## config.mk

```make
export PLATFORM = sky130hd
export DESIGN_NAME = pipeline_hazard_ctrl
export DESIGN_NICKNAME = d
export VERILOG_FILES = /design/src/rtl/pipeline_hazard_ctrl.sv
export SDC_FILE = /design/constraint.sdc
export NUM_CORES = 1
export LEC_CHECK = 0
export BUFFER_PORTS_ARGS = -buffer_cell sky130_fd_sc_hd__buf_2
export CAP_MARGIN = 20
export CORE_ASPECT_RATIO = 1.4
export CORE_MARGIN = 2
export CORE_UTILIZATION = 42
export CTS_BUF_LIST = sky130_fd_sc_hd__clkbuf_8 sky130_fd_sc_hd__clkbuf_16
export CTS_CLUSTER_SIZE = 20
export DETAILED_ROUTE_END_ITERATION = 16
export PLACE_DENSITY = 0.68
export SKIP_CTS_REPAIR_TIMING = 1
export SLEW_MARGIN = 20
export SYNTH_ARGS = -nofsm -noshare
export SYNTH_HDL_FRONTEND = slang
export SYNTH_SLANG_ARGS = --single-unit
```

## constraint.sdc

```tcl
create_clock -name CLK -period 2.4 [get_ports CLK]
set_clock_uncertainty 0.05 [all_clocks]
set_input_delay 0.48 -clock CLK [delete_from_list [all_inputs] [get_ports CLK]]
set_output_delay 0.48 -clock CLK [all_outputs]
set_load 0.01 [all_outputs]
```

## src/rtl/pipeline_hazard_ctrl.sv

```systemverilog
// Sequencing controller for the five-stage pipeline: per-latch flush/freeze, PC enable,
// halt tracking and saturating stall/flush event counters.
module pipeline_hazard_ctrl #(
    parameter int CNT_W = 32,
    parameter int REG_W = 5
) (
    input  logic             CLK,
    input  logic             RST,
    input  logic             ihit,
    input  logic             dmem_req,
    input  logic             dhit,
    input  logic             dx_memread,
    input  logic [REG_W-1:0] dx_rd,
    input  logic [REG_W-1:0] fd_rs,
    input  logic [REG_W-1:0] fd_rt,
    input  logic             branch_taken_ex,
    input  logic             jump_id,
    input  logic             halt_mem,
    output logic             pc_en,
    output logic             fd_flush,
    output logic             fd_freeze,
    output logic             dx_flush,
    output logic             dx_freeze,
    output logic             xm_flush,
    output logic             xm_freeze,
    output logic             mw_flush,
    output logic             mw_freeze,
    output logic             halt,
    output logic [CNT_W-1:0] stall_cnt,
    output logic [CNT_W-1:0] flush_cnt,
    output logic [1:0]       dbg_state_o
);

    typedef enum logic [1:0] {
        S_RUN    = 2'd0,
        S_DWAIT  = 2'd1,
        S_HALTED = 2'd2
    } state_t;

    state_t             state_q, state_d;
    logic [CNT_W-1:0]   stall_cnt_q, stall_cnt_d;
    logic [CNT_W-1:0]   flush_cnt_q, flush_cnt_d;
    logic               dstall, lu;
    logic               stall_evt, flush_evt;

    assign dstall = dmem_req & ~dhit;
    assign lu     = dx_memread & (dx_rd != '0) & ((dx_rd == fd_rs) | (dx_rd == fd_rt));

    always_ff @(posedge CLK or posedge RST) begin
        if (RST) begin
            state_q     <= S_RUN;
            stall_cnt_q <= '0;
            flush_cnt_q <= '0;
        end else begin
            state_q     <= state_d;
            stall_cnt_q <= stall_cnt_d;
            flush_cnt_q <= flush_cnt_d;
        end
    end

    always_comb begin
        state_d = state_q;
        case (state_q)
            S_RUN: begin
                if (dstall)        state_d = S_DWAIT;
                else if (halt_mem) state_d = S_HALTED;
            end
            S_DWAIT: begin
                if (dhit) state_d = S_RUN;
            end
            S_HALTED: state_d = S_HALTED;
            default:  state_d = S_RUN;
        endcase
    end

    // Redirects drive pc_en from ihit so the PC never skips past an incomplete fetch.
    always_comb begin
        pc_en     = 1'b0;
        fd_flush  = 1'b0;
        fd_freeze = 1'b0;
        dx_flush  = 1'b0;
        dx_freeze = 1'b0;
        xm_flush  = 1'b0;
        xm_freeze = 1'b0;
        mw_flush  = 1'b0;
        mw_freeze = 1'b0;
        stall_evt = 1'b0;
        flush_evt = 1'b0;
        if (RST) begin
            {fd_flush, dx_flush, xm_flush, mw_flush}     = 4'hf;
            {fd_freeze, dx_freeze, xm_freeze, mw_freeze} = 4'hf;
        end else if (state_q == S_HALTED) begin
            {fd_freeze, dx_freeze, xm_freeze, mw_freeze} = 4'hf;
        end else begin
            if (dstall) begin
                {fd_freeze, dx_freeze, xm_freeze, mw_freeze} = 4'hf;
            end else if (branch_taken_ex) begin
                fd_flush  = 1'b1;
                dx_flush  = 1'b1;
                pc_en     = ihit;
                flush_evt = 1'b1;
            end else if (lu) begin
                fd_freeze = 1'b1;
                dx_flush  = 1'b1;
            end else if (jump_id) begin
                fd_flush  = 1'b1;
                pc_en     = ihit;
                flush_evt = 1'b1;
            end else if (!ihit) begin
                fd_flush = 1'b1;
            end else begin
                pc_en = 1'b1;
            end
            stall_evt = ~pc_en;
        end
    end

    always_comb begin
        stall_cnt_d = stall_cnt_q;
        flush_cnt_d = flush_cnt_q;
        if (stall_evt && (stall_cnt_q != {CNT_W{1'b1}})) stall_cnt_d = stall_cnt_q + 1'b1;
        if (flush_evt && (flush_cnt_q != {CNT_W{1'b1}})) flush_cnt_d = flush_cnt_q + 1'b1;
    end

    assign halt        = (state_q == S_HALTED);
    assign stall_cnt   = stall_cnt_q;
    assign flush_cnt   = flush_cnt_q;
    assign dbg_state_o = state_q;

endmodule

```

[Yosys cells after proc, flatten, opt, wreduce, memory -nomap -nowiden]
Cells that the tools add are included.
Storage, ports and cells
  flip-flop bits (word level): 66
  latch bits: 0
  bits in writable memories: 0
  ROM bits: 0
  output and inout bits: 76
  logic and storage cells: 65
  memories: 0
Cells by class
  add/sub/neg operators: 2
  multipliers: 0
  divide/modulo/power cells: 0
  magnitude comparators: 0
  equal/unequal tests: 8
  shifts and indexed selects: 0
  muxes and demuxes: 41
  bitwise logic cells: 6
  reduce and logical (&&, ||, !) cells: 5
Operators with widths (number)
  adder 32 x 1 -> 32 bit, second input constant: 2
  != test 32 bit, second input constant: 2
  2-to-1 mux 1 bit: 37
  == test 5 bit: 2
  2-to-1 mux 2 bit: 3
  case mux 2 bit (3 select lines): 1
  nonzero test 5 bit: 1
  AND 1 bit: 3
  != test 3 bit, second input constant: 1
  == test 2 x 1 -> 1 bit, second input constant: 1
  == test 2 bit, second input constant: 1
  logical AND 1 bit: 2
  zero test 2 bit: 1
  != test 2 bit, second input constant: 1
  NOT 1 bit: 2
  AND reduction 2 bit: 1
  OR 1 bit: 1

[Logic depth before layout (Yosys ltp)]
Gate-level depths: netlist of the first run.
  depth in word-level cells: 12
  mapped depth: 8

[Least setup slack after synthesis of the first run]
OpenSTA, ideal clock, no wires.
  path kind: input to output
  start: input RST
  end: output dx_flush
  data arrival time: 2146 ps
  data required time: 1870 ps
  setup slack: -276 ps
  cell stages on the path: 2
  buffers on the path: 0
  path through: inv_1 -> nand2_1
Between the ends
  word-level cells in the longest chain between the ends: 1
RTL lines
  start, declared: line 8  | input logic RST,
  2-to-1 mux 1 bit: line 89  | if (RST) begin
  end, declared: line 22  | output logic dx_flush,
Every way passes these cells.

[Final worst setup path of the first run]
  start: input dx_rd[3]
  end: output pc_en
Between the ends
  word-level cells in the longest chain between the ends: 10
RTL lines
  start, declared: line 13  | input logic [REG_W-1:0] dx_rd,
  == test 5 bit or nonzero test 5 bit (tied branches): line 47  | assign lu = dx_memread & (dx_rd != '0) & ((dx_rd == fd_rs) | (dx_rd == fd_rt));
  OR 1 bit or AND 1 bit (tied branches): line 47
  AND 1 bit (*): line 47
  2-to-1 mux 1 bit (*): line 102  | end else if (lu) begin
  2-to-1 mux 1 bit (*): line 97  | end else if (branch_taken_ex) begin
  2-to-1 mux 1 bit (*): line 95  | if (dstall) begin
  2-to-1 mux 1 bit (*): line 92  | end else if (state_q == S_HALTED) begin
  2-to-1 mux 1 bit (*): line 89
  2-to-1 mux 1 bit (*): line 92
  2-to-1 mux 1 bit (*): line 89
  end, declared: line 19  | output logic pc_en,
Mark *: on every way between the ends. The rest lies on a longest branch, timed or not. The select of a mux whose other input is x is not followed.

==> metrics.cfg, run 1 <==
[floorplanning]
core_um2=8980
die_area_um2=9940
dieHeight_um=117
die_w_um=84.8
pin_count=100
start_util=0.428
placementRows=41

[worst_setup_path]
criticalPathCategory=primary input to primary output
slowest_delay_ps=540
cp_max_fo=3
cp_cell_sequence=buf_2 > or4_4 > o21ai_4 > or2_4 > or2_4 > and3_1 > buf_2
end_kind=primary output
cp_num_buf_inv=2
worst_ep_required_time_ps=1870
start_kind=primary input
arrival_ps=1820
cp_slowest_cell=or4_4
cp_top_family=simple AND/OR/NAND/NOR gates

[timing]
slew_headroom=0.439
slew_violations=0
finalCriticalPeriod_ps=2350
hold_violations=0
rsz0062_at_grt=false
period_share=0.978
final.setup.tns_ps=0
max_freq_mhz=426
timing.hold.ws_ps=281
tightest_slew_ps=841
setup_viol=0

[grt]
track_usage=0.192
use_met3=0.0414
grt_start_max_net_pins=67
antenna_found_initial=0
grt.busiest_layer=met2
grt_pass1_vias=3250
grt_util_met1=0.218
grt_pass1_wl_mm=15.4
grt_overflow=0
grtUsageMet2=0.359

[detailed_routing]
ant_nets=0
drc=0
viasPerCell=5.51
drtIter0Drc=89
wl_per_cell_um=15.6
wl_mm=9.18
detail_route.first_pass.iterations=4
vias=3234

[placement]
gp_congestion=0.803
port_buffers=99
place_hpwl_mm=6.70
dp.cells=569

[logic_synthesis]
synthDistinctLibCells=49
synthXorXnorAreaFrac=0.164
synth_top_family_by_area=simple AND/OR/NAND/NOR gates
syn_avg_cell_area_um2=10.8
synth_common_cells=xor2_1, dfrtp_1, nor4_2, nor3_1, nand4_1
yosysWarnings=0
yosysMostFrequentCell=xor2_1
synth-compound-area-share=0.0228
synth_fa_ha_area_frac=0.00651
synth_nets=381
synthFlopType=dfrtp_1
async_flop_share=1.00
seq_area_frac_synth=0.430
synthTopCellsByArea=dfrtp_1, xor2_1, nor4_2
synth.top_cell.area_share=0.430
yosys.area_share.simple=0.329
yosys_register_bits=66
synth_top_area_cell=dfrtp_1
netlist_area_um2=3840
muxShareOfSynthArea=0.00684
synth_edf_count=0
synth_cells=355

[pwr]
vdd_ir_drop_max_v=0.000442
cellPowerDensity_nw_per_um2=629
power.leakage_nw=2.40

[clock_tree]
cts_tree=built
cts_made_buffers=9
htreeDepth=3
clkTransAtPathRegs_ps=60
cts_root_buf=clkbuf_16
clockBufferDepth=2
clock_latency_ps=320
clock-sinks=66

[worst_hold_path]
hold_path.class=primary input to flop

[cells_and_area]
area_delta_synth_final_pct=28.4
drive_above_1_share=0.400
instances_no_fill=587
multi_input_area_um2=2070
n_fill_cell=798
seqCellArea_um2=1650
fin_nets=501
diodes=0

[flow_run]
max-cap-violations=0

[outcome]
status=complete, no violations

[metal layers]
layer / wire, um / vias to the layer above
met2: 5040 / 88
met4: 87 / 0
li1: - / 1530
met1: 3640 / 1605
met3: 415 / 11
met5: 0 / -
[cells by family after synthesis]
kind of cell,count (synthesis)
AOI/OAI and AO/OA,10
muxes,2
and+or+nand+nor,180
adders and majority gates,2
buffers and inverters,23
DFF,66
xor gates and xnor gates,72
[registers in the layout, summed over array words and instances (netlist names)]
| name | cells |
|---|---|
| flush_cnt | 32 |
| stall_cnt | 32 |
| dbg_state_o | 2 |
[metrics by stage]
step,utilization,instance area (um^2),total power [mW],setup slack (ps)
3_3_place_gp,0.511,4590,1.81,31.8
5_1_grt,0.550,4930,3.25,5.56
2_1_floorplan,-,3850,1.57,103
6_report,0.550,4930,3.11,52.1
4_1_cts,0.544,4880,3.14,-42.9
3_5_place_dp,0.511,4590,1.83,-57.6
[final timing paths]
kind | start | end | slack [ps] | depth (start not counted)
max reg2reg | flush_cnt[1]$_DFFE_PP0P_ | flush_cnt[1]$_DFFE_PP0P_ | 140 | 7
max | dx_rd[3] | pc_en | 50 | 7
min | dhit | dbg_state_o[0]$_DFFE_PP0P_ | 280 | 2
max in group asynchronous | RST | stall_cnt[11]$_DFFE_PP0P_ | 1200 | 4
min reg2reg | flush_cnt[20]$_DFFE_PP0P_ | flush_cnt[20]$_DFFE_PP0P_ | 430 | 1
min in group asynchronous | RST | flush_cnt[20]$_DFFE_PP0P_ | 550 | 4
[cells in the final DEF (no fill, tap or decap), types with 11 or more instances in the layout]
cell type	count
nor3_1	24
xor2_1	67
buf_2	99
nor2_1	11
nand3_1	17
nand4_1	24
nand2_1	21
nor4_2	27
buf_4	25
and3_1	12
dfrtp_1	66
[worst reg2reg max path, cell delays in order (launching register included)]
cell and delay (ps):
dfrtp_1 350, ha_1 190, clkinv_1 90, or4_4 600
o31ai_4 280, buf_12 230, nor2_2 70, mux2_4 290
[where the power goes]
part	internal, mW	switching (mW)	leakage, nW	total [mW]
Sequential	1.20	0.105	0.866	1.30
Clock	0.801	0.487	0.143	1.29
Combinational	0.229	0.287	1.40	0.516
[cell type report]
class	instances	area share
clock buffer	9	0.0457
multi-input combinational	266	0.419
sequential	66	0.335
tap	107	0.0271
timing repair buffer	128	0.155
inverter	4	0.00380
clock inverter	7	0.0145
(Power assumes the default switching activity.)
==> run 2: changes to the inputs <==
--- a/config.mk
+++ b/config.mk
@@ -13,7 +13,7 @@
 export CTS_BUF_LIST = sky130_fd_sc_hd__clkbuf_8 sky130_fd_sc_hd__clkbuf_16
 export CTS_CLUSTER_SIZE = 20
 export DETAILED_ROUTE_END_ITERATION = 16
-export PLACE_DENSITY = 0.68
+export PLACE_DENSITY = 0.66
 export SKIP_CTS_REPAIR_TIMING = 1
 export SLEW_MARGIN = 20
 export SYNTH_ARGS = -nofsm -noshare
==> constraint.sdc (replaced) <==
create_clock -name CLK -period 2.9 [get_ports CLK]
set_clock_uncertainty 0.05 [all_clocks]
set_input_delay 0.58 -clock CLK [delete_from_list [all_inputs] [get_ports CLK]]
set_output_delay 0.58 -clock CLK [all_outputs]
set_load 0.01 [all_outputs]
==> metrics.cfg, run 2 (synthesized netlist as in run 1, its figures left out) <==
[outcome]
status=complete, no violations

[detailed_routing]
ant_nets=0  ; unchanged
vias=3212  ; -0.68%
wl_per_cell_um=16.3  ; +4.5%
viasPerCell=5.61  ; +1.7%
detail_route.first_pass.iterations=6  ; +2
drc=0  ; unchanged
drtIter0Drc=70  ; -21%
wl_mm=9.37  ; +2.0%

[floorplanning]
start_util=0.428  ; unchanged
dieHeight_um=117  ; unchanged
die_area_um2=9940  ; unchanged
placementRows=41  ; unchanged
pin_count=100  ; unchanged
core_um2=8980  ; unchanged
die_w_um=84.8  ; unchanged

[cells_and_area]
area_delta_synth_final_pct=23.9
diodes=0  ; unchanged
final_cell_area_um2=4760  ; -3.5%
fin_nets=487  ; -2.8%
final_common_cell=buf_2
utilization=0.530  ; -0.0192
drive_above_1_share=0.373  ; -0.0266
layout_common_cells=buf_2, xor2_1, dfrtp_1, nor4_2, nor3_1

[clock_tree]
cts_root_buf=clkbuf_16
clkTransAtPathRegs_ps=50  ; about the same
cts_made_buffers=9  ; unchanged
clock-sinks=66  ; unchanged
cts_tree=built
clock_latency_ps=330  ; about the same
htreeDepth=3  ; unchanged
clockBufferDepth=2  ; unchanged

[worst_setup_path]
slowest_delay_ps=510  ; -30 ps
worst_ep_required_time_ps=2270  ; +400 ps
criticalPathCategory=primary input to primary output
cp_slowest_cell=or4_1
cp_cell_sequence=buf_2 > or4_1 > o21ai_1 > or2_2 > or2_2 > and3_1 > buf_2
start_kind=primary input
cp_max_fo=3  ; unchanged
end_kind=primary output
arrival_ps=1940  ; +120 ps

[timing]
period_share=0.885
postLayoutSetupSlackWorst_ps=332  ; +280 ps
rsz0062_at_grt=false
tightest_slew_ps=1070  ; +225 ps
timing.hold.ws_ps=385  ; +104 ps
slew_violations=0  ; unchanged
max_freq_mhz=389
hold_violations=0  ; unchanged
final.setup.tns_ps=0  ; unchanged
setup_viol=0  ; unchanged
slew_headroom=0.290  ; -0.150
finalCriticalPeriod_ps=2570

[worst_hold_path]
hold_path.class=primary input to flop

[placement]
gp_congestion=0.837  ; +4.3%
pre_cts_ws_ps=44.4  ; +102 ps
post_dp_cell_area_um2=4460  ; -2.9%
port_buffers=99  ; unchanged
place_hpwl_mm=6.79  ; +1.4%

[grt]
track_usage=0.195  ; +0.00235
grt_overflow=0  ; unchanged
antenna_found_initial=0  ; unchanged
grt_pass1_vias=3204  ; -1.4%
grt_start_max_net_pins=67  ; unchanged
grt_pass1_wl_mm=15.4  ; +0.36%

[pwr]
cellPowerDensity_nw_per_um2=539  ; -14%
vdd_ir_drop_max_v=0.000331  ; -25%
power.leakage_nw=2.33  ; -3.3%

[flow_run]
max-cap-violations=0  ; unchanged

## run 2: changes by cell type in the layout (fill, tap and decap cells not counted), moves of 2 or more
cell	change
buf_12	-3
buf_4	-11
nor3_2	-2
clkinv_4	-2
or2_2	+2
clkinv_2	+2
clkbuf_8	+2
or2_4	-2
nor3_1	+2
clkinvlp_4	-2
## run 2: through the flow
| stage | std cells | power [mW] |
|---|---|---|
| detailed placement | 557 | 1.48 |
| global placement | 557 | 1.46 |
| global route | 573 | 2.67 |
| CTS | 573 | 2.59 |
| floorplan | 355 | 1.30 |
| finish | 573 | 2.57 |
## run 2: final timing paths
kind	endpoint	slack [ps]	cells past startpoint	from
hold reg to reg	flush_cnt[20]$_DFFE_PP0P_	430	1	flush_cnt[20]$_DFFE_PP0P_
hold / removal	dbg_state_o[0]$_DFFE_PP0P_	390	2	dhit
setup / recovery	pc_en	330	7	dx_rd[1]
setup reg to reg	flush_cnt[1]$_DFFE_PP0P_	410	7	flush_cnt[0]$_DFFE_PP0P_
max in group asynchronous	stall_cnt[3]$_DFFE_PP0P_	1740	3	RST
min in group asynchronous	dbg_state_o[1]$_DFFE_PP0P_	530	3	RST
## run 2: report_power, final
part | leakage, nW | total (mW) | switching, mW | internal (mW)
logic | 1.31 | 0.363 | 0.213 | 0.150
registers | 0.866 | 1.09 | 0.103 | 0.990
clock network | 0.151 | 1.11 | 0.403 | 0.707
total | 2.33 | 2.57 | 0.719 | 1.85
## run 2: cell type report
class / count / area, um^2
Fill cell: 824 / 4220
Multi-Input combinational cell: 266 / 2030
Sequential cell: 66 / 1650
Timing Repair Buffer: 114 / 621
Clock buffer: 11 / 253
Tap cell: 107 / 134
Clock inverter: 5 / 52.6
Inverter: 4 / 15.0
## run 2: critical path: cells and delay by family
kind	cells	cell delay, ps
buffers and inverters	2	240
and+or+nand+nor	4	920
AOI/OAI and AO/OA	1	200
## run 2: routing by layer
layer / track usage / part of all wire / vias up / routed length, um
met2: 0.342 / 0.52 / 96 / 4910
met3: 0.0407 / 0.049 / 24 / 459
met1: 0.224 / 0.39 / 1588 / 3690
met5: 0 / 0 / - / 0
li1: - / - / 1504 / -
met4: 0.102 / 0.033 / 0 / 306
